### src/rtl/s713_state_shell.sv
// rtl/s713_state_shell.sv - s713 state register shell with RUN/SHIFT/CAPTURE command FSM
// Optional S713_STATE_SHELL_MISR_EN adds a primary-output MISR (po in, misr_sig out).
module s713_state_shell #(
    parameter int NFF  = 19,
    parameter int CNTW = 16
`ifdef S713_STATE_SHELL_MISR_EN
    ,
    parameter int NPO  = 23
`endif
) (
    input  logic            clk,
    input  logic            rst_n,
    input  logic            cmd_valid,
    output logic            cmd_ready,
    input  logic [1:0]      cmd_op,
    input  logic [CNTW-1:0] cmd_count,
    input  logic            scan_in,
    output logic            scan_out,
    output logic [NFF-1:0]  state_q,
    input  logic [NFF-1:0]  nxt_state,
`ifdef S713_STATE_SHELL_MISR_EN
    input  logic [NPO-1:0]  po,
    output logic [NPO-1:0]  misr_sig,
`endif
    output logic            busy,
    output logic            done
);

    localparam logic [1:0] OP_NOP     = 2'b00;
    localparam logic [1:0] OP_RUN     = 2'b01;
    localparam logic [1:0] OP_SHIFT   = 2'b10;
    localparam logic [1:0] OP_CAPTURE = 2'b11;

    typedef enum logic [1:0] {
        S_IDLE,
        S_RUN,
        S_SHIFT,
        S_FIN
    } fsm_t;

    fsm_t            fsm, fsm_d;
    logic [CNTW-1:0] cnt, cnt_d;
    logic [NFF-1:0]  st_d;
    logic            last;

`ifdef S713_STATE_SHELL_MISR_EN
    logic [NPO-1:0]  misr_d;
`endif

    always_ff @(posedge clk) begin
        if (!rst_n) begin
            fsm      <= S_IDLE;
            cnt      <= '0;
            state_q  <= '0;
`ifdef S713_STATE_SHELL_MISR_EN
            misr_sig <= '0;
`endif
        end else begin
            fsm      <= fsm_d;
            cnt      <= cnt_d;
            state_q  <= st_d;
`ifdef S713_STATE_SHELL_MISR_EN
            misr_sig <= misr_d;
`endif
        end
    end

    // Outputs decode only registered state, so no input reaches an output combinationally.
    assign cmd_ready = (fsm == S_IDLE);
    assign busy      = (fsm == S_RUN) || (fsm == S_SHIFT);
    assign done      = (fsm == S_FIN);
    assign scan_out  = state_q[NFF-1];
    assign last      = (cnt <= CNTW'(1));

    always_comb begin
        fsm_d  = fsm;
        cnt_d  = cnt;
        st_d   = state_q;
`ifdef S713_STATE_SHELL_MISR_EN
        misr_d = misr_sig;
`endif
        case (fsm)
            S_IDLE: begin
                if (cmd_valid) begin
                    case (cmd_op)
                        OP_RUN, OP_SHIFT: begin
`ifdef S713_STATE_SHELL_MISR_EN
                            if (cmd_op == OP_RUN) misr_d = '0;
`endif
                            if (cmd_count == '0) begin
                                fsm_d = S_FIN;
                            end else begin
                                cnt_d = cmd_count;
                                fsm_d = (cmd_op == OP_RUN) ? S_RUN : S_SHIFT;
                            end
                        end
                        OP_CAPTURE: begin
                            st_d  = nxt_state;
                            fsm_d = S_FIN;
                        end
                        OP_NOP: begin
                            fsm_d = S_IDLE;
                        end
                        default: begin
                            fsm_d = S_IDLE;
                        end
                    endcase
                end
            end
            S_RUN: begin
                st_d  = nxt_state;
                cnt_d = cnt - CNTW'(1);
`ifdef S713_STATE_SHELL_MISR_EN
                misr_d = {misr_sig[NPO-2:0], misr_sig[NPO-1] ^ misr_sig[4]} ^ po;
`endif
                if (last) fsm_d = S_FIN;
            end
            S_SHIFT: begin
                st_d  = {state_q[NFF-2:0], scan_in};
                cnt_d = cnt - CNTW'(1);
                if (last) fsm_d = S_FIN;
            end
            S_FIN: begin
                fsm_d = S_IDLE;
            end
            default: begin
                fsm_d = S_IDLE;
            end
        endcase
    end

endmodule

### config.mk
export PLATFORM = sky130hd
export DESIGN_NAME = s713_state_shell
export DESIGN_NICKNAME = d
export VERILOG_FILES = /design/src/rtl/s713_state_shell.sv
export SDC_FILE = /design/constraint.sdc
export NUM_CORES = 1
export LEC_CHECK = 0
export CAP_MARGIN = 0
export CORE_ASPECT_RATIO = 0.9
export CORE_MARGIN = 2
export CORE_UTILIZATION = 30
export DETAILED_ROUTE_END_ITERATION = 10
export DONT_BUFFER_PORTS = 1
export GPL_ROUTABILITY_DRIVEN = 0
export SYNTH_ARGS = -nofsm -noshare
export SYNTH_HDL_FRONTEND = slang
export SYNTH_SLANG_ARGS = --single-unit
export TNS_END_PERCENT = 100
### constraint.sdc
create_clock -name clk -period 2.4 [get_ports clk]
set_input_delay 0.6 -clock clk [delete_from_list [all_inputs] [get_ports clk]]
set_output_delay 0.6 -clock clk [all_outputs]
set_load 0.005 [all_outputs]
==> qor.yml <==
dominantRegCellSynth: "sky130_fd_sc_hd__dfxtp_1"
postCtsSetupRepairBufs: 0
setup.reg_to_reg.worst_slack_ns: 0.38
ir_worst_vdd_mv: 0.463
power.share.sequential: 0.318
wire_length_of_the_first_global_routing_pass_mm: 9.04
die_boundary_width_um: 94.6
post_synth_and_or_nand_nor_area_fraction: 0.216
synthesis.area_per_instance_um2: 8.34
worst_clock_skew_ns: 0.00386
numCtsBuffers: 5
place.detailed.hpwl_mm: 4.12
finalCriticalPeriod_ns: 2.02
slew_worst_pin_ns: 0.781
power.leakage_nw: 0.869
total_count_of_max_transition_violations_in_the_final_report: 0
crit_path_max_fanout: 7
synth.area.top_cells: "sky130_fd_sc_hd__dfxtp_1 (33%), sky130_fd_sc_hd__mux2i_1 (9.5%), sky130_fd_sc_hd__a211oi_1 (7.1%)"
finalWorstSetupSlack_ns: 0.381
adder_cell_fraction_of_synth_area: 0.0451
setup.worst_path.class: "flip-flop to flip-flop"
synth_xor_area_frac: 0
fmax_mhz: 495
routedWlPerCell_um: 15.6
worst_hold_path.num_cells: 1
timing_hold_violations_final: 0
post_synth_inst_count: 266
buffer_ports.inserted: 0
worst-endpoint-arrival_ns: 2.21
worst_setup_path_start_kind: "flip-flop"
io_count: 64
combinational_family_with_the_most_area_after_synthesis: "compound AO/OA/AOI/OAI gates"
synth.area.mux_share: 0.0948
insertedDiodeCount: 0
fin_tns_setup_ns: 0
most_frequent_cells_in_the_layout: "sky130_fd_sc_hd__dfxtp_1 (37), sky130_fd_sc_hd__nand2_1 (28), sky130_fd_sc_hd__nor2_1 (27)"
dieArea_mm2: 0.00809
power-per-cell-area_mw_per_mm2: 1470
cp_cell_sequence: "nor4_1 > and3_1 > and3_1 > a21oi_1 > o32ai_1"
core_area_mm2: 0.00711
dr.first_iter.drc_count: 72
p_sw_frac: 0.474
globalRouteMet3Util: 0.0387
top_usage_layer: "met2"
endpoint_kind: "flip-flop"
globalRouteMet1Util: 0.199
async_flop_share: 0
number_of_global_route_vias_before_repair: 1816
initial_standard_cell_utilization_of_the_core: 0.312
ys_seq_area_frac: 0.334
slowest_stage: "sky130_fd_sc_hd__nor4_1"
timing.hold.ws_ns: 0.437
final_common_cell: "sky130_fd_sc_hd__dfxtp_1"
drt-pass1-iter-count: 4
postSynthRegisterBits: 37
rsz0062_at_grt: "no"
path_common_cell: "sky130_fd_sc_hd__and3_1"
yosysTopAreaCellShare: 0.334
chipHeight_um: 85.6
post-route-period-util: 0.841
cts_tree: "done"
place_inst: 347
remaining_drc_errors: 0
number_of_antenna_violations_at_the_first_check_in_global_routing: 0
area_delta_synth_final_pct: 7.73
hold_path.class: "input port to flip-flop"
yosysWarnings: 0
clk_path_buf_depth: 2
max-cap-violations: 0
viasPerCell: 5.48
grt_util_met2: 0.207
routed_wirelength_mm: 5.55
grt_overflow: 0
synth.distinct_cells: 41
power.share.combinational: 0.560
clock_power_share: 0.122
worst-r2r-cell-count: 5
area_fraction_in_compound_gates_after_synthesis: 0.244
path_clk_slew_ns: 0.08
synth_edf_count: 0
pin_count_of_the_biggest_net_entering_global_routing: 39
number_of_h_tree_branching_levels: 2
drive_above_1_share: 0.111
hold_buffers: 0
post_synth_instance_area_mm2: 0.00222
fin_cells: 355
setup_viol: 0
cellInternalPower_mw: 1.85
clock-sinks: 37
clock-root-buffer: "sky130_fd_sc_hd__clkbuf_8"
fin_nets: 310
r2r_start: "cnt[5]"
place_worst_setup_slack_ns: 0.385
row_count: 29
worst-endpoint-required_ns: 2.59
max_slew_headroom: 0.475
postRouteAntennaNets: 0
timing.hold.worst.start: "rst_n"
synth.net_count: 315
status: "complete, no violations"
grt_use_total: 0.141
clock_insertion_delay_worst_skew_ns: 0.29
cts_resized: 0
post-synth-top-area-cell: "sky130_fd_sc_hd__dfxtp_1"
switchingPower_mw: 1.67
timing.critical_path.slowest_cell_delay_ns: 0.69
via_count: 1946
timing.hold.worst_endpoint: "cnt[15]"
regToRegEndpoint: "cnt[14]"
==> sequential cells by signal, summed over array words and instances, names as in the netlist <==
name,cells
state_q,19
fsm,2
cnt,16
==> area by class of cell <==
cell class / instances / area, µm²
clock buffer: 6 / 72.6
clock inverter: 2 / 10.0
inverter: 11 / 41.3
fill: 756 / 4720
timing repair buffer: 9 / 67.6
sequential: 37 / 741
multi-input combinational: 197 / 1340
tap: 93 / 116
==> layer usage <==
metal | vias up | wire length, µm | share of wire
li1 | 975 | - | -
met3 | 5 | 415 | 0.075
met1 | 920 | 2570 | 0.46
met2 | 46 | 2500 | 0.45
met5 | - | 0 | 0
met4 | 0 | 65 | 0.012
==> stage by stage <==
step           power [mW]  cell area, µm²  utilization
2_1_floorplan        2.71            2220            -
3_3_place_gp         3.08            2310        0.324
3_5_place_dp         3.09            2310        0.324
4_1_cts              3.53            2390        0.336
5_1_grt              3.83            2390        0.336
6_report             3.52            2390        0.336
==> cell families (layout without fill, tap and decap cells) <==
group / after synthesis / after routing
adders and majority gates: 8 / 8
muxes: 21 / 21
and+or+nand+nor: 92 / 92
buffers and inverters: 32 / 28
DFF: 37 / 37
AOI/OAI and AO/OA: 76 / 76
==> power groups by stage <==
| stage | combinational (mW) | clock [mW] | sequential, mW |
|---|---|---|---|
| floorplan | 1.65 | 0 | 1.06 |
| global placement | 1.95 | 0 | 1.13 |
| detailed placement | 1.95 | 0 | 1.13 |
| CTS | 1.97 | 0.446 | 1.12 |
| global route | 2.20 | 0.467 | 1.17 |
| finish | 1.97 | 0.429 | 1.12 |
==> Yosys cell counts (4+ instances only) <==
library cell / count
sky130_fd_sc_hd__nand2b_1: 4
sky130_fd_sc_hd__clkbuf_1: 8
sky130_fd_sc_hd__nor3_1: 5
sky130_fd_sc_hd__ha_1: 8
sky130_fd_sc_hd__o21ai_0: 4
sky130_fd_sc_hd__a211oi_1: 21
sky130_fd_sc_hd__dfxtp_1: 37
sky130_fd_sc_hd__mux2i_1: 21
sky130_fd_sc_hd__and3_1: 4
sky130_fd_sc_hd__o32ai_1: 11
sky130_fd_sc_hd__a21oi_1: 23
sky130_fd_sc_hd__nor4_2: 5
sky130_fd_sc_hd__nand2_1: 28
sky130_fd_sc_hd__nor2_1: 27
sky130_fd_sc_hd__inv_1: 11
sky130_fd_sc_hd__buf_2: 9
==> worst max-delay path: cells and delay by family, from the launching register on <==
family / cells / cell delay, ns
compound gates: 2 / 0.27
simple gates: 3 / 1.29
flops: 1 / 0.36
==> worst max-delay path by stage <==
stage,from,end,slack [ns],depth (start not counted)
floorplan,cmd_op[1],cnt[2],0.47,8
global placement,cmd_count[6],cnt[6],0.40,6
detailed placement,cmd_count[6],cnt[6],0.39,6
CTS,fsm[0],busy,0.41,3
global route,cnt[5],cnt[14],0.29,5
finish,cnt[5],cnt[14],0.38,5
Note: power is estimated with default switching activity, not from simulation.
